`src/rtl/alu_adder_hold.sv`:
```
// alu_adder_hold: 6502 ALU core with its adder hold register.
// Binary operations (SUM/AND/OR/EOR/SR) complete in the start cycle.
// A decimal-mode SUM parks the binary result internally and applies the
// BCD add/subtract correction one cycle later, publishing only the
// corrected value.
module alu_adder_hold (
    input  logic       clk,
    input  logic       rst,
    input  logic [7:0] a_IN,
    input  logic [7:0] b_IN,
    input  logic       carry_IN,
    input  logic [2:0] op_SEL,
    input  logic       decimal_EN,
    input  logic       decimalSub_EN,
    input  logic       start,
    output logic [7:0] adderHold_OUT,
    output logic       carry_OUT,
    output logic       overflow_OUT,
    output logic       halfCarry_OUT,
    output logic       busy,
    output logic       valid
);

    typedef enum logic [0:0] {
        ST_IDLE    = 1'b0,
        ST_CORRECT = 1'b1
    } state_t;

    localparam logic [2:0] OP_SUM = 3'd0;
    localparam logic [2:0] OP_AND = 3'd1;
    localparam logic [2:0] OP_OR  = 3'd2;
    localparam logic [2:0] OP_EOR = 3'd3;
    localparam logic [2:0] OP_SR  = 3'd4;

    state_t     state_reg;
    state_t     state_next;

    logic [7:0] result_reg;
    logic       carry_reg;
    logic       overflow_reg;
    logic       half_carry_reg;
    logic       valid_reg;

    // Binary result parked while the BCD correction is pending.
    logic [7:0] hold_result_reg;
    logic       hold_carry_reg;
    logic       hold_overflow_reg;
    logic       hold_half_reg;
    logic       hold_sub_reg;

    // Binary stage signals
    logic [8:0] sum_full;
    logic [4:0] low_sum;
    logic [7:0] and_bits;
    logic [7:0] or_bits;
    logic [7:0] eor_bits;
    logic [7:0] bin_result;
    logic       bin_carry;
    logic       bin_overflow;
    logic       bin_half;
    logic       is_sum;
    logic       decimal_req;
    logic       accept;

    // Correction stage signals
    logic [7:0] corr_step;
    logic [7:0] corr_result;
    logic       corr_carry;

    assign sum_full = {1'b0, a_IN} + {1'b0, b_IN} + {8'b0, carry_IN};
    assign low_sum  = {1'b0, a_IN[3:0]} + {1'b0, b_IN[3:0]} + {4'b0, carry_IN};

    // Per-bit logic unit
    generate
        for (genvar gi = 0; gi < 8; gi++) begin : g_logic_bit
            assign and_bits[gi] = a_IN[gi] & b_IN[gi];
            assign or_bits[gi]  = a_IN[gi] | b_IN[gi];
            assign eor_bits[gi] = a_IN[gi] ^ b_IN[gi];
        end
    endgenerate

    // Reserved encodings 5-7 are handled as SUM, decimal correction included.
    assign is_sum      = (op_SEL == OP_SUM) || (op_SEL > OP_SR);
    assign decimal_req = is_sum && decimal_EN;
    assign accept      = start && (state_reg == ST_IDLE);

    // Binary result and flags for the selected operation
    always_comb begin
        bin_result   = sum_full[7:0];
        bin_carry    = sum_full[8];
        bin_overflow = (a_IN[7] == b_IN[7]) && (sum_full[7] != a_IN[7]);
        bin_half     = low_sum[4];
        case (op_SEL)
            OP_AND: begin
                bin_result   = and_bits;
                bin_carry    = 1'b0;
                bin_overflow = 1'b0;
                bin_half     = 1'b0;
            end
            OP_OR: begin
                bin_result   = or_bits;
                bin_carry    = 1'b0;
                bin_overflow = 1'b0;
                bin_half     = 1'b0;
            end
            OP_EOR: begin
                bin_result   = eor_bits;
                bin_carry    = 1'b0;
                bin_overflow = 1'b0;
                bin_half     = 1'b0;
            end
            OP_SR: begin
                bin_result   = {carry_IN, a_IN[7:1]};
                bin_carry    = a_IN[0];
                bin_overflow = 1'b0;
                bin_half     = 1'b0;
            end
            default: begin
                // SUM path already assigned above
            end
        endcase
    end

    // BCD correction of the parked binary result
    always_comb begin
        corr_step   = hold_result_reg;
        corr_result = hold_result_reg;
        corr_carry  = hold_carry_reg;
        if (hold_sub_reg) begin
            // Subtract: a missing borrow-free nibble means that digit wrapped.
            corr_step   = hold_half_reg  ? hold_result_reg : (hold_result_reg - 8'h06);
            corr_result = hold_carry_reg ? corr_step       : (corr_step - 8'h60);
        end else begin
            corr_step = ((hold_result_reg[3:0] > 4'd9) || hold_half_reg)
                        ? (hold_result_reg + 8'h06) : hold_result_reg;
            // High digit is tested after the low-digit adjustment has rippled in.
            if ((corr_step[7:4] > 4'd9) || hold_carry_reg) begin
                corr_result = corr_step + 8'h60;
                corr_carry  = 1'b1;
            end else begin
                corr_result = corr_step;
            end
        end
    end

    // Next-state logic: only a decimal SUM leaves IDLE, CORRECT lasts one cycle
    always_comb begin
        state_next = state_reg;
        case (state_reg)
            ST_IDLE: begin
                if (start && decimal_req) begin
                    state_next = ST_CORRECT;
                end
            end
            ST_CORRECT: begin
                state_next = ST_IDLE;
            end
            default: begin
                state_next = ST_IDLE;
            end
        endcase
    end

    // State register, adder hold register, flags and the parked binary result
    always_ff @(posedge clk) begin
        if (rst) begin
            state_reg         <= ST_IDLE;
            result_reg        <= 8'h00;
            carry_reg         <= 1'b0;
            overflow_reg      <= 1'b0;
            half_carry_reg    <= 1'b0;
            valid_reg         <= 1'b0;
            hold_result_reg   <= 8'h00;
            hold_carry_reg    <= 1'b0;
            hold_overflow_reg <= 1'b0;
            hold_half_reg     <= 1'b0;
            hold_sub_reg      <= 1'b0;
        end else begin
            state_reg <= state_next;
            valid_reg <= 1'b0;
            if (state_reg == ST_CORRECT) begin
                // Any start arriving now is dropped.
                result_reg     <= corr_result;
                carry_reg      <= corr_carry;
                overflow_reg   <= hold_overflow_reg;
                half_carry_reg <= hold_half_reg;
                valid_reg      <= 1'b1;
            end else if (accept) begin
                if (decimal_req) begin
                    hold_result_reg   <= bin_result;
                    hold_carry_reg    <= bin_carry;
                    hold_overflow_reg <= bin_overflow;
                    hold_half_reg     <= bin_half;
                    hold_sub_reg      <= decimalSub_EN;
                end else begin
                    result_reg     <= bin_result;
                    carry_reg      <= bin_carry;
                    overflow_reg   <= bin_overflow;
                    half_carry_reg <= bin_half;
                    valid_reg      <= 1'b1;
                end
            end
        end
    end

    assign adderHold_OUT = result_reg;
    assign carry_OUT     = carry_reg;
    assign overflow_OUT  = overflow_reg;
    assign halfCarry_OUT = half_carry_reg;
    assign busy          = (state_reg == ST_CORRECT);
    assign valid         = valid_reg;

endmodule

```
`config.mk`:
```
export PLATFORM = sky130hd
export DESIGN_NAME = alu_adder_hold
export DESIGN_NICKNAME = d
export VERILOG_FILES = /design/src/rtl/alu_adder_hold.sv
export SDC_FILE = /design/constraint.sdc
export NUM_CORES = 1
export LEC_CHECK = 0
export CAP_MARGIN = 5
export CELL_PAD_IN_SITES_DETAIL_PLACEMENT = 1
export CELL_PAD_IN_SITES_GLOBAL_PLACEMENT = 1
export CORE_MARGIN = 2
export CORE_UTILIZATION = 41
export CTS_BUF_LIST = sky130_fd_sc_hd__clkbuf_2
export DETAILED_ROUTE_END_ITERATION = 8
export GPL_ROUTABILITY_DRIVEN = 0
export PLACE_DENSITY = 0.85
export SETUP_SLACK_MARGIN = 0.1
export SYNTH_ARGS = -nofsm -noshare
export SYNTH_HDL_FRONTEND = slang
export SYNTH_SLANG_ARGS = --single-unit
```
`constraint.sdc`:
```
create_clock -name clk -period 2.5 [get_ports clk]
set_input_delay 0.375 -clock clk [delete_from_list [all_inputs] [get_ports clk]]
set_output_delay 0.375 -clock clk [all_outputs]
set_load 0.005 [all_outputs]
```
==> results of run 1 <==
[final timing paths]
check / end / slack (ns)
max: adderHold_OUT[7] / 0.22
min: hold_result_reg[0] / 0.48
max reg2reg: adderHold_OUT[7] / 0.22
min reg2reg: hold_result_reg[0] / 0.48
[logic make-up after synthesis]
group           synth area share, %
flops                          20.5
mux                            2.92
fa+ha+maj                      12.4
xor+xnor                       4.30
simple gates                   19.7
buf+inv                        8.35
compound gates                 31.9
[critical path, stage by stage (launching register included)]
cell and delay, ns:
sky130_fd_sc_hd__dfxtp_4 0.44, sky130_fd_sc_hd__a211o_2 0.34, sky130_fd_sc_hd__nor3_1 0.17, sky130_fd_sc_hd__xor2_1 0.30, sky130_fd_sc_hd__ha_1 0.20, sky130_fd_sc_hd__nor2_1 0.05
sky130_fd_sc_hd__xnor2_1 0.14, sky130_fd_sc_hd__xnor2_1 0.13, sky130_fd_sc_hd__a311oi_1 0.28, sky130_fd_sc_hd__a311oi_1 0.13
[power by group]
group          total, mW  internal (mW)  switching (mW)
registers          0.463          0.429          0.0346
clock network      0.171         0.0371           0.134
logic              0.583          0.290           0.294
total               1.22          0.755           0.462
[synthesized netlist by cell type, types with 3 or more instances]
master	count	share of area [%]
sky130_fd_sc_hd__a21oi_1	30	6.1
sky130_fd_sc_hd__nand2_1	30	4.6
sky130_fd_sc_hd__inv_1	29	4.5
sky130_fd_sc_hd__dfxtp_1	25	20
sky130_fd_sc_hd__nor2_1	24	3.7
sky130_fd_sc_hd__ha_1	21	11
sky130_fd_sc_hd__clkbuf_1	13	2.0
sky130_fd_sc_hd__o21ai_0	12	2.5
sky130_fd_sc_hd__a22oi_1	9	2.8
sky130_fd_sc_hd__xnor2_1	9	3.2
sky130_fd_sc_hd__nand3_1	8	1.6
sky130_fd_sc_hd__a211oi_1	6	1.8
sky130_fd_sc_hd__buf_2	6	1.2
sky130_fd_sc_hd__mux2i_1	6	2.5
sky130_fd_sc_hd__nand2b_1	6	1.5
sky130_fd_sc_hd__nor3_1	6	1.2
sky130_fd_sc_hd__a221oi_1	5	1.8
sky130_fd_sc_hd__o211ai_1	5	1.5
sky130_fd_sc_hd__o22ai_1	5	1.3
sky130_fd_sc_hd__a21o_1	4	1.2
sky130_fd_sc_hd__a311oi_1	4	1.4
sky130_fd_sc_hd__a32oi_1	4	1.4
sky130_fd_sc_hd__or2_2	4	1.0
sky130_fd_sc_hd__a211o_1	3	1.1
sky130_fd_sc_hd__and3_1	3	0.77
sky130_fd_sc_hd__nand3b_1	3	0.92
sky130_fd_sc_hd__o21a_1	3	0.92
sky130_fd_sc_hd__xor2_1	3	1.1
[stage by stage]
step	util, %	instance area, sq um	TNS, ns
final	55.3	3240	0
after detailed placement	53.6	3130	-3.37
after floorplan	-	2440	0
after CTS	54.3	3170	0
after global placement	53.6	3130	-1.33
after global routing	55.3	3240	0
[layer usage]
metal | wire [microns] | share of wire [%] | GRT usage (%)
met1 | 3930 | 45 | 35.3
met2 | 4230 | 49 | 46.8
met3 | 350 | 4.0 | 3.33
met4 | 190 | 2.2 | 8.81
met5 | 0 | 0 | 0
[cell usage in the layout (no fill, tap or decap), drive strengths merged, types with 5 or more instances in the layout]
master and instances:
buf 45, clkdlybuf4s50 34, nand2 30, a21oi 30, inv 29, dfxtp 25
nor2 24, ha 21, o21ai 12, xnor2 9, a22oi 9, nand3 8
a211oi 7, nand2b 6, mux2i 6, nor3 6, o211ai 5, a221oi 5
o22ai 5, a211o 5
[repair_timing]
action	CTS	global route
resized for setup	4	15
buffers inserted	1	3
endpoints found under the setup margin	3	7
pin swaps	3	5
[final cells by class]
class	count	area share, %
repair buffers	82	22.5
diodes	1	0.0773
inverters	29	3.36
clock inverters	1	0.232
flip-flops and latches	25	15.6
clock buffers	3	0.464
well taps	75	2.90
multi-input cells	251	54.8
==> impl_metrics.csv, run 1 <==
group,metric,value,unit
clock_network,tritoncts.num_buffers,3,
synth,synth_area_per_cell,7.50,sq um
route,drt_first_iter_violations,204,
global_routing,grt_start_max_net_pins,23,
setup_path,worst-setup-path-type,"flop to flop",
route,routed-via-count,2793,
timing,layout_min_cycle_time,2.28,ns
power_and_ir_drop,total_power,1.22,mW
floorplan,die_h,81.2,microns
setup_path,crit_path_max_fanout,11,
setup_path,crit_start,"hold_result_reg[2]",
timing,slew_headroom,67.0,%
global_routing,globalRouteOverflowTotal,0,
synth,count_of_distinct_cell_types_in_the_synthesized_netlist,58,
place,dp.cells,458,
synth,post_synthesis_async_set_or_reset_flop_share,0,%
clock_network,clk_transition_reported_paths,0.25,ns
clock_network,clock_path_buffers,2,
setup_path,critical_path.startpoint_type,"flop",
timing,finalWorstSetupSlack,0.221,ns
timing,hold_viol_final,0,
floorplan,die-width,81.2,microns
timing,achievable-frequency,439,MHz
clock_network,ctsRootBufferMaster,"sky130_fd_sc_hd__clkbuf_2",
final_layout,multi_input_comb_area,1780,sq um
timing,final_max_slew_viol_count,0,
timing,finalHoldWorstSlack,0.481,ns
clock_network,source_to_sink_clock_delay_at_the_later_pin_of_the_worst_skew_pair,0.37,ns
timing,setup_viol_count_final,0,
synth,synth-main-ff-cell,"sky130_fd_sc_hd__dfxtp_1",
route,drt_pre_antenna_iters,4,
job,max_cap_violation_count,0,
final_layout,post_layout_nonfiller_instances,467,
floorplan,number_of_core_rows,28,
synth,yosys_warnings,0,
route,drt-wirelength-per-cell,18.6,microns
synth,synthesis.area,2440,sq um
outcome,run_status,"completed",
global_routing,groute.usage.overall,27.2,%
min_path,hold-path-cell-count,2,
synth,synth_nets,374,
synth,synth_enable_flop_cells,0,
timing,final.period_utilization,91.2,%
floorplan,floorplan.initialDensity,41.8,%
route,drc_errors,0,
route,detail_route.vias_per_cell,5.98,
floorplan,top_level_ports,38,
setup_path,critical_path_required_time,2.79,ns
place,place.port_buffers,37,
global_routing,first_global_vias,2972,
synth,postSynthRegisterBits,25,
power_and_ir_drop,power_leakage,1.36,nW
global_routing,antenna_found_initial,1,
setup_path,reg2reg_depth,9,
global_routing,wire_length_of_the_first_global_routing_pass,14.2,mm
synth,netlist_instances,326,
place,dpl.hpwl,6.59,mm
power_and_ir_drop,powerDensity,376,nW/um^2
power_and_ir_drop,max-vdd-ir-drop,0.000246,V
setup_path,r2r_start,"hold_result_reg[2]",
clock_network,post_cts_hold_buffer_count,0,
min_path,timing.hold.worst.start,"hold_result_reg[0]",
place,place_worst_setup_slack,-0.540,ns
clock_network,tritoncts_num_sinks,25,
clock_network,clock_tree_from_tritoncts,"yes",
min_path,timing.hold.worst.class,"flop to flop",
floorplan,fp.coreArea,5850,sq um
final_layout,num-fill-cells,737,
final_layout,drive_gt1_share,19.2,%
setup_path,timing.critical_path.arrival,2.57,ns
floorplan,dieArea,6590,sq um
route,antenna_violating_nets_post_route,0,
timing,finClkSkew,0.00710,ns
synth,synth.yosys.seq_area_share,20.5,%
final_layout,fin_nets,440,
final_layout,flow.area_growth_from_synthesis,32.5,%
timing,unrepaired_setup_endpoints_after_global_routing,"true",
setup_path,critical_path.endpoint_type,"flop",
timing,max_slew.worst_pin.slew,0.492,ns
clock_network,cts_htree_levels,1,
final_layout,area_occupied_by_registers,507,sq um
route,routed_wirelength,8.70,mm
(Power assumes the default switching activity.)
==> run 2, diff against run 1 <==
CORE_UTILIZATION = 40   (was 41)
CTS_BUF_LIST = unset   (was sky130_fd_sc_hd__clkbuf_2)
PLACE_DENSITY = 0.83   (was 0.85)
==> run 2 against run 1 <==
Effect of this change: sequential power about the same; clock power increased by 55%; design area decreased by 0.81%; clock skew decreased by 0.0023 ns; combinational power decreased by 2%; routed wire length about the same; sequential share of layout area increased by 0.050 points; worst hold slack improved by 0.0012 ns.
==> impl_metrics.csv, run 2 (synthesized netlist as in run 1, its figures left out) <==
group,metric,value,unit
outcome,run_status,"completed",
global_routing,grt.met1_usage,34.3,%
route,drt-wirelength-per-cell,18.9,microns
floorplan,floorplan.initialDensity,41.3,%
global_routing,first_global_vias,2767,
setup_path,critical_path.endpoint_type,"flop",
route,drt_first_iter_violations,152,
setup_path,crit_start,"a_IN[1]",
final_layout,num-fill-cells,739,
place,place.port_buffers,37,
final_layout,utilization,54.2,%
final_layout,post_layout_nonfiller_instances,459,
final_layout,fin_nets,433,
final_layout,final_common_cell,"sky130_fd_sc_hd__buf_4",
timing,finClkSkew,0.00479,ns
timing,layout_min_cycle_time,2.32,ns
timing,finalHoldWorstSlack,0.482,ns
setup_path,crit_path_max_fanout,2,
power_and_ir_drop,max-vdd-ir-drop,0.000319,V
floorplan,die_h,82.2,microns
global_routing,globalRouteMet3Util,3.04,%
timing,final_max_slew_viol_count,0,
setup_path,critical-path-max-stage-delay,0.47,ns
min_path,timing.hold.worst.start,"hold_overflow_reg",
setup_path,worstPathBufferInverterCount,3,
clock_network,source_to_sink_clock_delay_at_the_later_pin_of_the_worst_skew_pair,0.28,ns
timing,slew_headroom,63.0,%
final_layout,finalInstanceArea,3210,sq um
global_routing,globalRouteOverflowTotal,0,
route,routed_wirelength,8.69,mm
timing,final.period_utilization,93.0,%
power_and_ir_drop,power_leakage,1.32,nW
setup_path,timing.critical_path.arrival,2.51,ns
place,place_worst_setup_slack,-0.390,ns
global_routing,antenna_found_initial,0,
route,antenna_violating_nets_post_route,0,
global_routing,wire_length_of_the_first_global_routing_pass,13.6,mm
place,postPlaceCellArea,3100,sq um
timing,max_slew.worst_pin.slew,0.554,ns
final_layout,drive_gt1_share,18.8,%
place,dpl.hpwl,6.63,mm
setup_path,worst-setup-path-type,"input pin to flop",
floorplan,top_level_ports,38,
timing,unrepaired_setup_endpoints_after_global_routing,"true",
final_layout,area_occupied_by_registers,504,sq um
clock_network,cts_htree_levels,1,
final_layout,commonest_cells_after_routing_fill_and_taps_aside,"sky130_fd_sc_hd__buf_4 (37), sky130_fd_sc_hd__clkdlybuf4s50_1 (34), sky130_fd_sc_hd__nand2_1 (30), sky130_fd_sc_hd__a21oi_1 (29), sky130_fd_sc_hd__inv_1 (25)",
setup_path,critical_path_required_time,2.68,ns
min_path,timing.hold.worst.class,"flop to flop",
route,drt_pre_antenna_iters,5,
route,routed-via-count,2743,
clock_network,ctsRootBufferMaster,"sky130_fd_sc_hd__clkbuf_8",
clock_network,clk_transition_reported_paths,0.10,ns
job,max_cap_violation_count,0,
floorplan,dieArea,6750,sq um
timing,achievable-frequency,430,MHz
route,drc_errors,0,
setup_path,critical_path.startpoint_type,"input pin",
timing,setup_viol_count_final,0,
timing,hold_viol_final,0,
global_routing,grt.busiest_layer,"met2",
timing,finalWorstSetupSlack,0.176,ns
clock_network,clock_path_buffers,2,
floorplan,die-width,82.2,microns
clock_network,post_cts_hold_buffer_count,0,
setup_path,crit_slowest_cell,"sky130_fd_sc_hd__clkdlybuf4s50_1",
clock_network,tritoncts.num_buffers,3,
global_routing,grt_start_max_net_pins,26,
floorplan,number_of_core_rows,28,
place,dp.cells,454,
setup_path,cp_cell_sequence,"clkdlybuf4s50_1 > inv_1 > ha_1 > nor2b_1 > buf_4 > o21a_1 > a2111oi_2 > a211oi_2 > a211oi_1",
global_routing,global_routing_met2_resource_utilization,47.1,%
route,detail_route.vias_per_cell,5.98,
power_and_ir_drop,powerDensity,405,nW/um^2
floorplan,fp.coreArea,5920,sq um
clock_network,clock_tree_from_tritoncts,"yes",
final_layout,diodes,0,
setup_path,r2r_start,"hold_half_reg",
setup_path,cp_top_family,"compound AO/OA/AOI/OAI gates",
final_layout,flow.area_growth_from_synthesis,31.4,%
clock_network,tritoncts_num_sinks,25,
global_routing,groute.usage.overall,26.0,%
final_layout,multi_input_comb_area,1790,sq um
==> run 2: stage by stage <==
stage	TNS, ns	power, mW
3_5_place_dp	-3.65	1.01
2_1_floorplan	0	0.772
3_3_place_gp	-1.38	0.980
6_report	0	1.30
5_1_grt	0	1.37
4_1_cts	0	1.27
==> run 2: path summary, 6_finish.rpt <==
| kind | cells after the start | slack (ns) | endpoint |
|---|---|---|---|
| worst max-delay path | 9 | 0.18 | hold_result_reg[3] |
| worst min-delay path | 2 | 0.48 | hold_overflow_reg |
| worst max register to register | 8 | 0.25 | adderHold_OUT[6] |
| worst min register to register | 2 | 0.48 | hold_overflow_reg |
==> run 2: cell type report <==
cell class / instances / area share (%)
Clock buffer: 3 / 1.29
Multi-Input combinational cell: 251 / 55.7
Sequential cell: 25 / 15.7
Timing Repair Buffer: 75 / 20.7
Tap cell: 75 / 2.92
Clock inverter: 1 / 0.273
Inverter: 29 / 3.39
==> run 2: per-layer routing <==
layer	vias up	wire [microns]
met5	-	0
met4	0	57
met3	6	423
met2	86	4460
met1	1346	3750
li1	1305	-
==> run 2: worst register-to-register path, delay by kind of cell, from the launching register on <==
family	cells	cell delay, ns
AO/OA/AOI/OAI	4	0.97
buffers and inverters	2	0.37
flip-flops	1	0.38
AND/OR/NAND/NOR	2	0.45
==> run 2: power by group <==
group | leakage (nW) | total, mW | switching, mW | internal, mW
logic | 1.09 | 0.572 | 0.292 | 0.280
clock network | 0.0261 | 0.265 | 0.148 | 0.117
registers | 0.206 | 0.463 | 0.0353 | 0.428
total | 1.32 | 1.30 | 0.475 | 0.825
==> run 2: timing repair <==
| item | in CTS | in global routing |
|---|---|---|
| pin swaps | 6 | 0 |
| endpoints found under the setup margin | 8 | 7 |
| gates resized for setup | 12 | 11 |
| setup buffers | 0 | 1 |
==> run 3, diff against run 2 <==
CORE_UTILIZATION = 41   (was 40)
CTS_BUF_LIST = sky130_fd_sc_hd__clkbuf_4   (was unset)
PLACE_DENSITY = 0.85   (was 0.83)
==> run 3 against run 2 <==
Effect of this change: highest routed layer unchanged; clock power decreased by 28%; via count increased by 1.1%; sequential power about the same; critical path type unchanged; routed wire length decreased by 1.7%; utilization increased by 1.0 points; worst hold slack got worse by 0.0039 ns; register-to-register slack about the same; critical path depth unchanged; largest cell class unchanged.
==> impl_metrics.csv, run 3 (synthesized netlist as in run 1, its figures left out) <==
group,metric,value,unit
route,drt-wirelength-per-cell,18.3,microns
global_routing,antenna_found_initial,0,
power_and_ir_drop,share_clk_of_total_power,15.4,%
timing,finalHoldWorstSlack,0.478,ns
global_routing,grt_start_max_net_pins,23,
min_path,timing.hold.worst.class,"flop to flop",
floorplan,die_h,81.2,microns
floorplan,dieArea,6590,sq um
final_layout,post_layout_nonfiller_instances,466,
global_routing,groute.usage.overall,26.9,%
timing,final_max_slew_viol_count,0,
timing,unrepaired_setup_endpoints_after_global_routing,"true",
setup_path,critical_path.startpoint_type,"input pin",
floorplan,die-width,81.2,microns
final_layout,num-fill-cells,747,
timing,achievable-frequency,434,MHz
clock_network,clock_path_buffers,2,
global_routing,first_global_vias,2922,
final_layout,area_occupied_by_registers,504,sq um
power_and_ir_drop,total_power,1.23,mW
floorplan,number_of_core_rows,28,
timing,fin_setup_tns,0,ns
clock_network,clk_transition_reported_paths,0.14,ns
final_layout,diodes,0,
timing,max_slew.worst_pin.slew,0.443,ns
setup_path,reg2reg_depth,8,
setup_path,cp_top_family,"compound AO/OA/AOI/OAI gates",
timing,finClkSkew,0.00565,ns
route,drt_pre_antenna_iters,4,
route,drt_first_iter_violations,157,
clock_network,clock_tree_from_tritoncts,"yes",
setup_path,timing.critical_path.depth,9,
clock_network,tritoncts_num_sinks,25,
final_layout,commonest_cells_after_routing_fill_and_taps_aside,"sky130_fd_sc_hd__buf_4 (44), sky130_fd_sc_hd__clkdlybuf4s50_1 (34), sky130_fd_sc_hd__nand2_1 (30), sky130_fd_sc_hd__a21oi_1 (28), sky130_fd_sc_hd__inv_1 (25)",
setup_path,cp_common_cell,"sky130_fd_sc_hd__a211oi_1",
timing,setup_viol_count_final,0,
clock_network,ctsRootBufferMaster,"sky130_fd_sc_hd__clkbuf_4",
place,dp.cells,458,
floorplan,fp.coreArea,5850,sq um
setup_path,worst-setup-path-type,"input pin to flop",
power_and_ir_drop,p_int,0.779,mW
floorplan,floorplan.initialDensity,41.8,%
power_and_ir_drop,comb_power_share,47.0,%
setup_path,crit_path_max_fanout,2,
job,max_cap_violation_count,0,
timing,slew_headroom,69.7,%
route,antenna_violating_nets_post_route,0,
clock_network,cts_htree_levels,1,
power_and_ir_drop,power_leakage,1.35,nW
timing,layout_min_cycle_time,2.30,ns
timing,hold_viol_final,0,
min_path,hold-path-cell-count,2,
setup_path,crit_slowest_cell,"sky130_fd_sc_hd__clkdlybuf4s50_1",
route,routed_wirelength,8.54,mm
clock_network,tritoncts.num_buffers,3,
setup_path,timing.critical_path.arrival,2.56,ns
setup_path,worstPathBufferInverterCount,3,
final_layout,final_common_cell,"sky130_fd_sc_hd__buf_4",
power_and_ir_drop,switching_share,36.9,%
route,drc_errors,0,
place,dpl.hpwl,6.59,mm
power_and_ir_drop,max-vdd-ir-drop,0.000350,V
timing,final.period_utilization,92.2,%
route,routed-via-count,2772,
timing,finalWorstSetupSlack,0.196,ns
power_and_ir_drop,p_seq_share,37.5,%
setup_path,cp_cell_sequence,"clkdlybuf4s50_1 > inv_1 > ha_1 > nor2b_1 > buf_4 > o21a_1 > a2111oi_0 > a211oi_1 > a211oi_1",
outcome,run_status,"completed",
route,detail_route.vias_per_cell,5.95,
final_layout,multi_input_comb_area,1780,sq um
power_and_ir_drop,total_switching_power,0.456,mW
global_routing,wire_length_of_the_first_global_routing_pass,14.0,mm
setup_path,critical-path-max-stage-delay,0.50,ns
setup_path,critical_path.endpoint_type,"flop",
final_layout,flow.area_growth_from_synthesis,32.3,%
clock_network,post_cts_hold_buffer_count,0,
setup_path,critical_path_required_time,2.75,ns
power_and_ir_drop,powerDensity,382,nW/um^2
place,place.port_buffers,37,
clock_network,source_to_sink_clock_delay_at_the_later_pin_of_the_worst_skew_pair,0.33,ns
global_routing,globalRouteOverflowTotal,0,
final_layout,fin_nets,440,
final_layout,drive_gt1_share,19.4,%
floorplan,top_level_ports,38,
place,place_worst_setup_slack,-0.540,ns
-- run 3: final timing paths --
path / slack [ns] / from / endpoint
setup / recovery: 0.20 / a_IN[1] / hold_result_reg[3]
hold / removal: 0.48 / hold_result_reg[0] / hold_result_reg[0]
setup reg to reg: 0.25 / hold_result_reg[2] / adderHold_OUT[6]
hold reg to reg: 0.48 / hold_result_reg[0] / hold_result_reg[0]
-- run 3: routing by layer --
| layer | vias to the layer above | GRT usage [%] | share of wire, % |
|---|---|---|---|
| met5 | - | 0 | 0 |
| met4 | 0 | 7.63 | 1.9 |
| met3 | 20 | 3.78 | 4.0 |
| met2 | 79 | 46.0 | 48 |
| met1 | 1359 | 35.2 | 46 |
| li1 | 1314 | - | - |
-- run 3: power by group through the flow --
stage	registers [mW]	clock network [mW]	logic, mW
6_report	0.463	0.191	0.581
4_1_cts	0.461	0.195	0.560
2_1_floorplan	0.453	0	0.319
3_5_place_dp	0.470	0	0.544
3_3_place_gp	0.468	0	0.519
5_1_grt	0.467	0.217	0.636
-- run 3: repair_timing --
item | in CTS | in global routing
setup buffers | 2 | 2
setup endpoints to repair | 6 | 7
gates cloned | 0 | 0
pin swaps | 6 | 7
resized for setup | 10 | 9
-- run 3: final cells by class --
type | count | area share, %
sequential | 25 | 15.6
inverter | 29 | 3.37
timing repair buffer | 82 | 22.3
tap | 75 | 2.90
multi-input combinational | 251 | 54.9
clock inverter | 1 | 0.232
clock buffer | 3 | 0.697
-- run 3: through the flow --
| stage | util [%] | area, sq um |
|---|---|---|
| floorplan | - | 2440 |
| finish | 55.3 | 3230 |
| global route | 55.3 | 3230 |
| detailed placement | 53.6 | 3130 |
| global placement | 53.6 | 3130 |
| CTS | 54.5 | 3190 |
-- run 3: tightest hold or removal path, stage by stage (launching register included) --
cell                      delay, ns
sky130_fd_sc_hd__dfxtp_1       0.34
sky130_fd_sc_hd__nand2_1       0.05
sky130_fd_sc_hd__a21oi_1       0.06
